===== config.mk =====
export PLATFORM = sky130hd
export DESIGN_NAME = dma_master
export DESIGN_NICKNAME = d
export VERILOG_FILES = /design/src/rtl/dma_master_pkg.sv /design/src/rtl/dma_master.sv
export SDC_FILE = /design/constraint.sdc
export NUM_CORES = 1
export LEC_CHECK = 0
export ABC_AREA = 1
export BUFFER_PORTS_ARGS = -buffer_cell sky130_fd_sc_hd__buf_4
export CAP_MARGIN = 10
export CORE_MARGIN = 4
export CORE_UTILIZATION = 50
export DETAILED_ROUTE_END_ITERATION = 16
export PLACE_DENSITY = 0.76
export SLEW_MARGIN = 30
export SYNTH_ARGS = -nofsm -noshare
export SYNTH_HDL_FRONTEND = slang
export SYNTH_SLANG_ARGS = --single-unit

===== constraint.sdc =====
create_clock -name clk -period 2.2 [get_ports clk]
set_input_delay 0.44 -clock clk [delete_from_list [all_inputs] [get_ports clk]]
set_output_delay 0.44 -clock clk [all_outputs]
set_load 0.03 [all_outputs]

===== src/rtl/dma_master_pkg.sv =====
// dma_master_pkg: shared bus widths and FSM state encodings for the DMA
// bus initiator. Imported by dma_master.
package dma_master_pkg;

    localparam int BUS_ADDR_WIDTH = 16;
    localparam int DATA_WIDTH     = 16;

    typedef enum logic [2:0] {
        DMA_IDLE = 3'd0,
        DMA_RD   = 3'd1,
        DMA_CAP  = 3'd2,
        DMA_WR   = 3'd3,
        DMA_DONE = 3'd4
    } dma_state_e;

endpackage


===== src/rtl/dma_master.sv =====
// dma_master: bus initiator that copies a block of len words from a source
// bus address to a destination bus address, one word read then written at
// a time, in ascending order (3 cycles per word).
//
// Ports:
//   clk      in   system clock, rising edge
//   reset_   in   asynchronous active-low reset
//   start    in   one-cycle transfer request, sampled in IDLE only
//   src      in   first source word address (captured on start)
//   dst      in   first destination word address (captured on start)
//   len      in   word count (captured on start); 0 gives an immediate done
//   busy     out  transfer in progress (RD/CAP/WR)
//   done     out  one-cycle completion pulse
//   addr     out  bus address to the slaves
//   wdata    out  write data to the slaves
//   rdata    in   slave read data, valid the cycle after the address
//   rw_      out  1 = read, 0 = write
//
// State | meaning
// ------+---------------------------------------------------------------
// IDLE  | bus parked (addr=0, wdata=0, rw_=1), waiting for start
// RD    | read address src+i presented
// CAP   | address held; slave data captured into the buffer at cycle end
// WR    | write buffer to dst+i; slave commits at cycle end
// DONE  | done pulse for one cycle, bus parked
module dma_master
    import dma_master_pkg::*;
#(
    parameter int LEN_WIDTH = 8
) (
    input  logic                      clk,
    input  logic                      reset_,
    input  logic                      start,
    input  logic [BUS_ADDR_WIDTH-1:0] src,
    input  logic [BUS_ADDR_WIDTH-1:0] dst,
    input  logic [LEN_WIDTH-1:0]      len,
    output logic                      busy,
    output logic                      done,
    output logic [BUS_ADDR_WIDTH-1:0] addr,
    output logic [DATA_WIDTH-1:0]     wdata,
    input  logic [DATA_WIDTH-1:0]     rdata,
    output logic                      rw_
);

    dma_state_e                state_q, state_d;
    logic [BUS_ADDR_WIDTH-1:0] src_q, src_d;
    logic [BUS_ADDR_WIDTH-1:0] dst_q, dst_d;
    logic [LEN_WIDTH-1:0]      len_q, len_d;
    logic [LEN_WIDTH-1:0]      i_q, i_d;
    logic [LEN_WIDTH-1:0]      i_inc;
    logic [DATA_WIDTH-1:0]     buffer_q, buffer_d;
    logic [BUS_ADDR_WIDTH-1:0] addr_q, addr_d;
    logic [DATA_WIDTH-1:0]     wdata_q, wdata_d;
    logic                      rw_q, rw_d;
    logic                      busy_q, busy_d;
    logic                      done_q, done_d;

    assign i_inc = i_q + 1'b1;

    // Bus outputs are computed for the state being entered and registered,
    // so nothing on the bus is combinational from the inputs.
    always_comb begin
        state_d  = state_q;
        src_d    = src_q;
        dst_d    = dst_q;
        len_d    = len_q;
        i_d      = i_q;
        buffer_d = buffer_q;
        addr_d   = '0;
        wdata_d  = '0;
        rw_d     = 1'b1;
        busy_d   = 1'b0;
        done_d   = 1'b0;

        unique case (state_q)
            DMA_IDLE: begin
                if (start) begin
                    if (len != '0) begin
                        src_d   = src;
                        dst_d   = dst;
                        len_d   = len;
                        i_d     = '0;
                        state_d = DMA_RD;
                        addr_d  = src;
                        busy_d  = 1'b1;
                    end else begin
                        state_d = DMA_DONE;
                        done_d  = 1'b1;
                    end
                end
            end
            DMA_RD: begin
                state_d = DMA_CAP;
                addr_d  = addr_q;
                busy_d  = 1'b1;
            end
            DMA_CAP: begin
                buffer_d = rdata;
                state_d  = DMA_WR;
                addr_d   = dst_q + BUS_ADDR_WIDTH'(i_q);
                wdata_d  = rdata;
                rw_d     = 1'b0;
                busy_d   = 1'b1;
            end
            DMA_WR: begin
                if (i_q == len_q - 1'b1) begin
                    state_d = DMA_DONE;
                    done_d  = 1'b1;
                end else begin
                    i_d     = i_inc;
                    state_d = DMA_RD;
                    addr_d  = src_q + BUS_ADDR_WIDTH'(i_inc);
                    busy_d  = 1'b1;
                end
            end
            DMA_DONE: begin
                state_d = DMA_IDLE;
            end
            default: begin
                state_d = DMA_IDLE;
            end
        endcase
    end

    always_ff @(posedge clk or negedge reset_) begin
        if (!reset_) begin
            state_q  <= DMA_IDLE;
            src_q    <= '0;
            dst_q    <= '0;
            len_q    <= '0;
            i_q      <= '0;
            buffer_q <= '0;
            addr_q   <= '0;
            wdata_q  <= '0;
            rw_q     <= 1'b1;
            busy_q   <= 1'b0;
            done_q   <= 1'b0;
        end else begin
            state_q  <= state_d;
            src_q    <= src_d;
            dst_q    <= dst_d;
            len_q    <= len_d;
            i_q      <= i_d;
            buffer_q <= buffer_d;
            addr_q   <= addr_d;
            wdata_q  <= wdata_d;
            rw_q     <= rw_d;
            busy_q   <= busy_d;
            done_q   <= done_d;
        end
    end

    assign addr  = addr_q;
    assign wdata = wdata_q;
    assign rw_   = rw_q;
    assign busy  = busy_q;
    assign done  = done_q;

endmodule

==> results.toml <==
[status]
status = "finished with violations"
failed_checks = "setup timing"

[route]
route.detailed.drc = 0
via_per_inst = 5.200
drt-wirelength-per-cell_um = 15.38
antenna_left = 0
drt_first_pass_iters = 5
drt_iter0_drc = 361
vias = 4924
wl_um = 14570

[finish]
most-common-layout-cells = "nand2_1 (203), buf_4 (139), dfrtp_1 (84)"
syn2layout_area_growth_pct = 32.58
layout_commonest_cell = "nand2_1"
fin_nets = 891
finalNonFillerCells = 947
antenna_cells = 0
final_core_util_pct = 68.76
nFillCells = 767
drive_gt1_share_pct = 30.59

[setup_path]
cp.depth = 14
path_delay_family = "simple AND/OR/NAND/NOR gates"
worst_r2r_path_depth = 14
critical_path_class = "flop to flop"
crit_arrival_ps = 2580
crit_required_ps = 2450
critPathLaunchType = "flop"
path_cells = "nand2_2 -> nor2_4 -> nand3_2 -> nand3b_1 -> xor2_1 -> inv_1 -> ha_4 -> a21oi_4 -> or2_1 -> or2_4 -> nand2_2 -> nand2_1 -> nand4_1 -> nand3_1"
cp_num_buf_inv = 1
endpoint_kind = "flop"
cpMaxStageDelayCell = "dfrtp_1"
cp_common_cell = "nand2_2"
path_max_fanout = 4
slowest_delay_ps = 400

[power]
power.leakage_nw = 3.611
ir_drop_mv = 0.6602
p_switching_w = 0.003932
p_sw_share_pct = 46.01
powerDensity_mw_per_mm2 = 1260
seq_power_share_pct = 32.3
share_comb_of_total_power_pct = 55.1
p_int_w = 0.004613
p_clk_share_pct = 12.6

[yosys]
synth_edf_count = 0
yosys_warnings = 0
ys_ff_latch = 86
syn_inst = 678
netlist_area_mm2 = 0.005116
yosys_most_used_dff = "dfrtp_1"
ys_types = 39
syn_nets = 759
syn_area_per_cell_um2 = 7.546
yosysSeqAreaShare_pct = 42.09
async_flop_share_pct = 100.0

[sta]
hold_viol = 0
fmax_mhz = 429.4
clock_skew_ps = 6.970
rsz0062_at_grt = "true"
min_period_over_period_pct = 105.9
slew_headroom_pct = 60.10
setup_viol = 9
worst_slew_pin_slew_ps = 597.8
period_minus_slack_ps = 2329
setup_ws_ps = -129.0
drv_slew = 0

[floorplan]
die_w_um = 109.2
die_h_um = 109.2
ios = 94
die_area_mm2 = 0.01191
row_count = 36
coreArea_mm2 = 0.009864
start_util_pct = 51.86

[clocking]
cts-buffers-inserted = 9
cts-root-buf = "clkbuf_8"
cts_tree = "yes"
cts_sinks = 86
htreeDepth = 3
cts.clk_slew.worst_paths_ps = 80
cts_hold_buffers = 0
clk-insertion-delay-late_ps = 360
clk_path_buf_depth = 2

[placement]
place.gp.congestion = 0.9226
detailed_place_hpwl_um = 10720
place_inst = 925
portBuffers = 93
place_ws_ps = -173.4

[grt]
grt_pass1_vias = 4919
antenna_found_initial = 0
grtUsageTotal_pct = 24.64
grt_pass1_wl_um = 22900
grt_overflow = 0
grt_max_degree = 37

[flow_run]
max-cap-violations = 0

[hold_path]
hp-class = "input port to async pin"
==> cell families (layout without fill, tap and decap cells) <==
| family | Yosys count | after routing | share of synthesized area [%] |
|---|---|---|---|
| simple gates | 394 | 394 | 35.14 |
| buf+inv | 103 | 239 | 8.339 |
| flops | 86 | 86 | 42.09 |
| compound gates | 55 | 55 | 5.674 |
| fa+ha+maj | 22 | 22 | 5.674 |
| xor+xnor | 18 | 18 | 3.082 |
==> cell usage after synthesis (3+ instances only) <==
cell type  count  area, um^2
o21ai_0       33       165.2
nor2_4         3       33.78
or2_2          7       43.79
clkbuf_1       7       26.28
nand4_1       27       168.9
nor3_1         5       25.02
inv_1         81       304.0
buf_4          5       37.54
nand3b_1       6       45.04
xnor2_1        3       26.28
nor2_1        48       180.2
nand2_2        5       31.28
nand2_1      222       833.3
a21oi_1       14       70.07
nand3_1       53       265.3
ha_1          20       250.2
dfrtp_1       85        2127
xor2_1        15       131.4
buf_2          3       15.01
nand3_2       10       100.1
==> per-layer routing <==
| layer | share of wire (%) | GRT usage, % | vias to the layer above |
|---|---|---|---|
| met5 | 0 | 0 | - |
| met4 | 2.1 | 8.115 | 0 |
| met3 | 7.7 | 6.039 | 28 |
| met2 | 48 | 40.26 | 192 |
| met1 | 42 | 32.09 | 2289 |
| li1 | - | - | 2415 |
==> what timing repair did <==
item / 4_1_cts / 5_1_grt
resized for setup: 15 / 64
buffers inserted: 3 / 4
hold endpoints to repair: 0 / 0
endpoints found under the setup margin: 13 / 13
pin swaps: 2 / 35
==> path summary, 6_finish.rpt <==
kind / startpoint / end / slack, ps
setup / recovery: i_q[1] / addr[14] / -130
hold / removal: reset_ / src_q[13] / 40
setup reg to reg: i_q[1] / addr[14] / -130
hold reg to reg: dst_q[6] / dst_q[6] / 480
max in group asynchronous: reset_ / rw_ / 1520
min in group clk: dst[15] / dst_q[15] / 280
==> sequential cells by signal, indices dropped and copies added (netlist names) <==
register	count
busy	1
done	1
state_q	3
wdata	16
src_q	16
addr	16
len_q	8
i_q	8
dst_q	16
rw_	1
==> power by group through the flow <==
stage	clock network [W]	logic [W]	registers (W)
detailed placement	0	0.00424	0.00273
global route	0.00117	0.00519	0.00284
finish	0.00108	0.00471	0.00276
floorplan	0	0.00242	0.00304
global placement	0	0.00413	0.00271
CTS	0.00110	0.00433	0.00272
==> area by class of cell <==
class	instances	area (um^2)	area share, %
well taps	133	166.4	2.453
clock buffers	15	186.4	2.749
inverters	84	315.3	4.649
flip-flops and latches	86	2155	31.77
multi-input cells	489	2897	42.70
repair buffers	140	1064	15.68
==> stage by stage <==
stage               power (W)  area (um^2)  hold slack [ps]  TNS (ps)
global placement     0.006846         6211            431.3    -603.4
floorplan            0.005463         5137            144.4    -111.1
global route         0.009195         6783            60.52     -2230
CTS                  0.008154         6492            49.19    -440.4
finish               0.008545         6783            43.77    -629.2
detailed placement   0.006962         6211            447.5     -1143
Power figures use the tool's default switching activity.
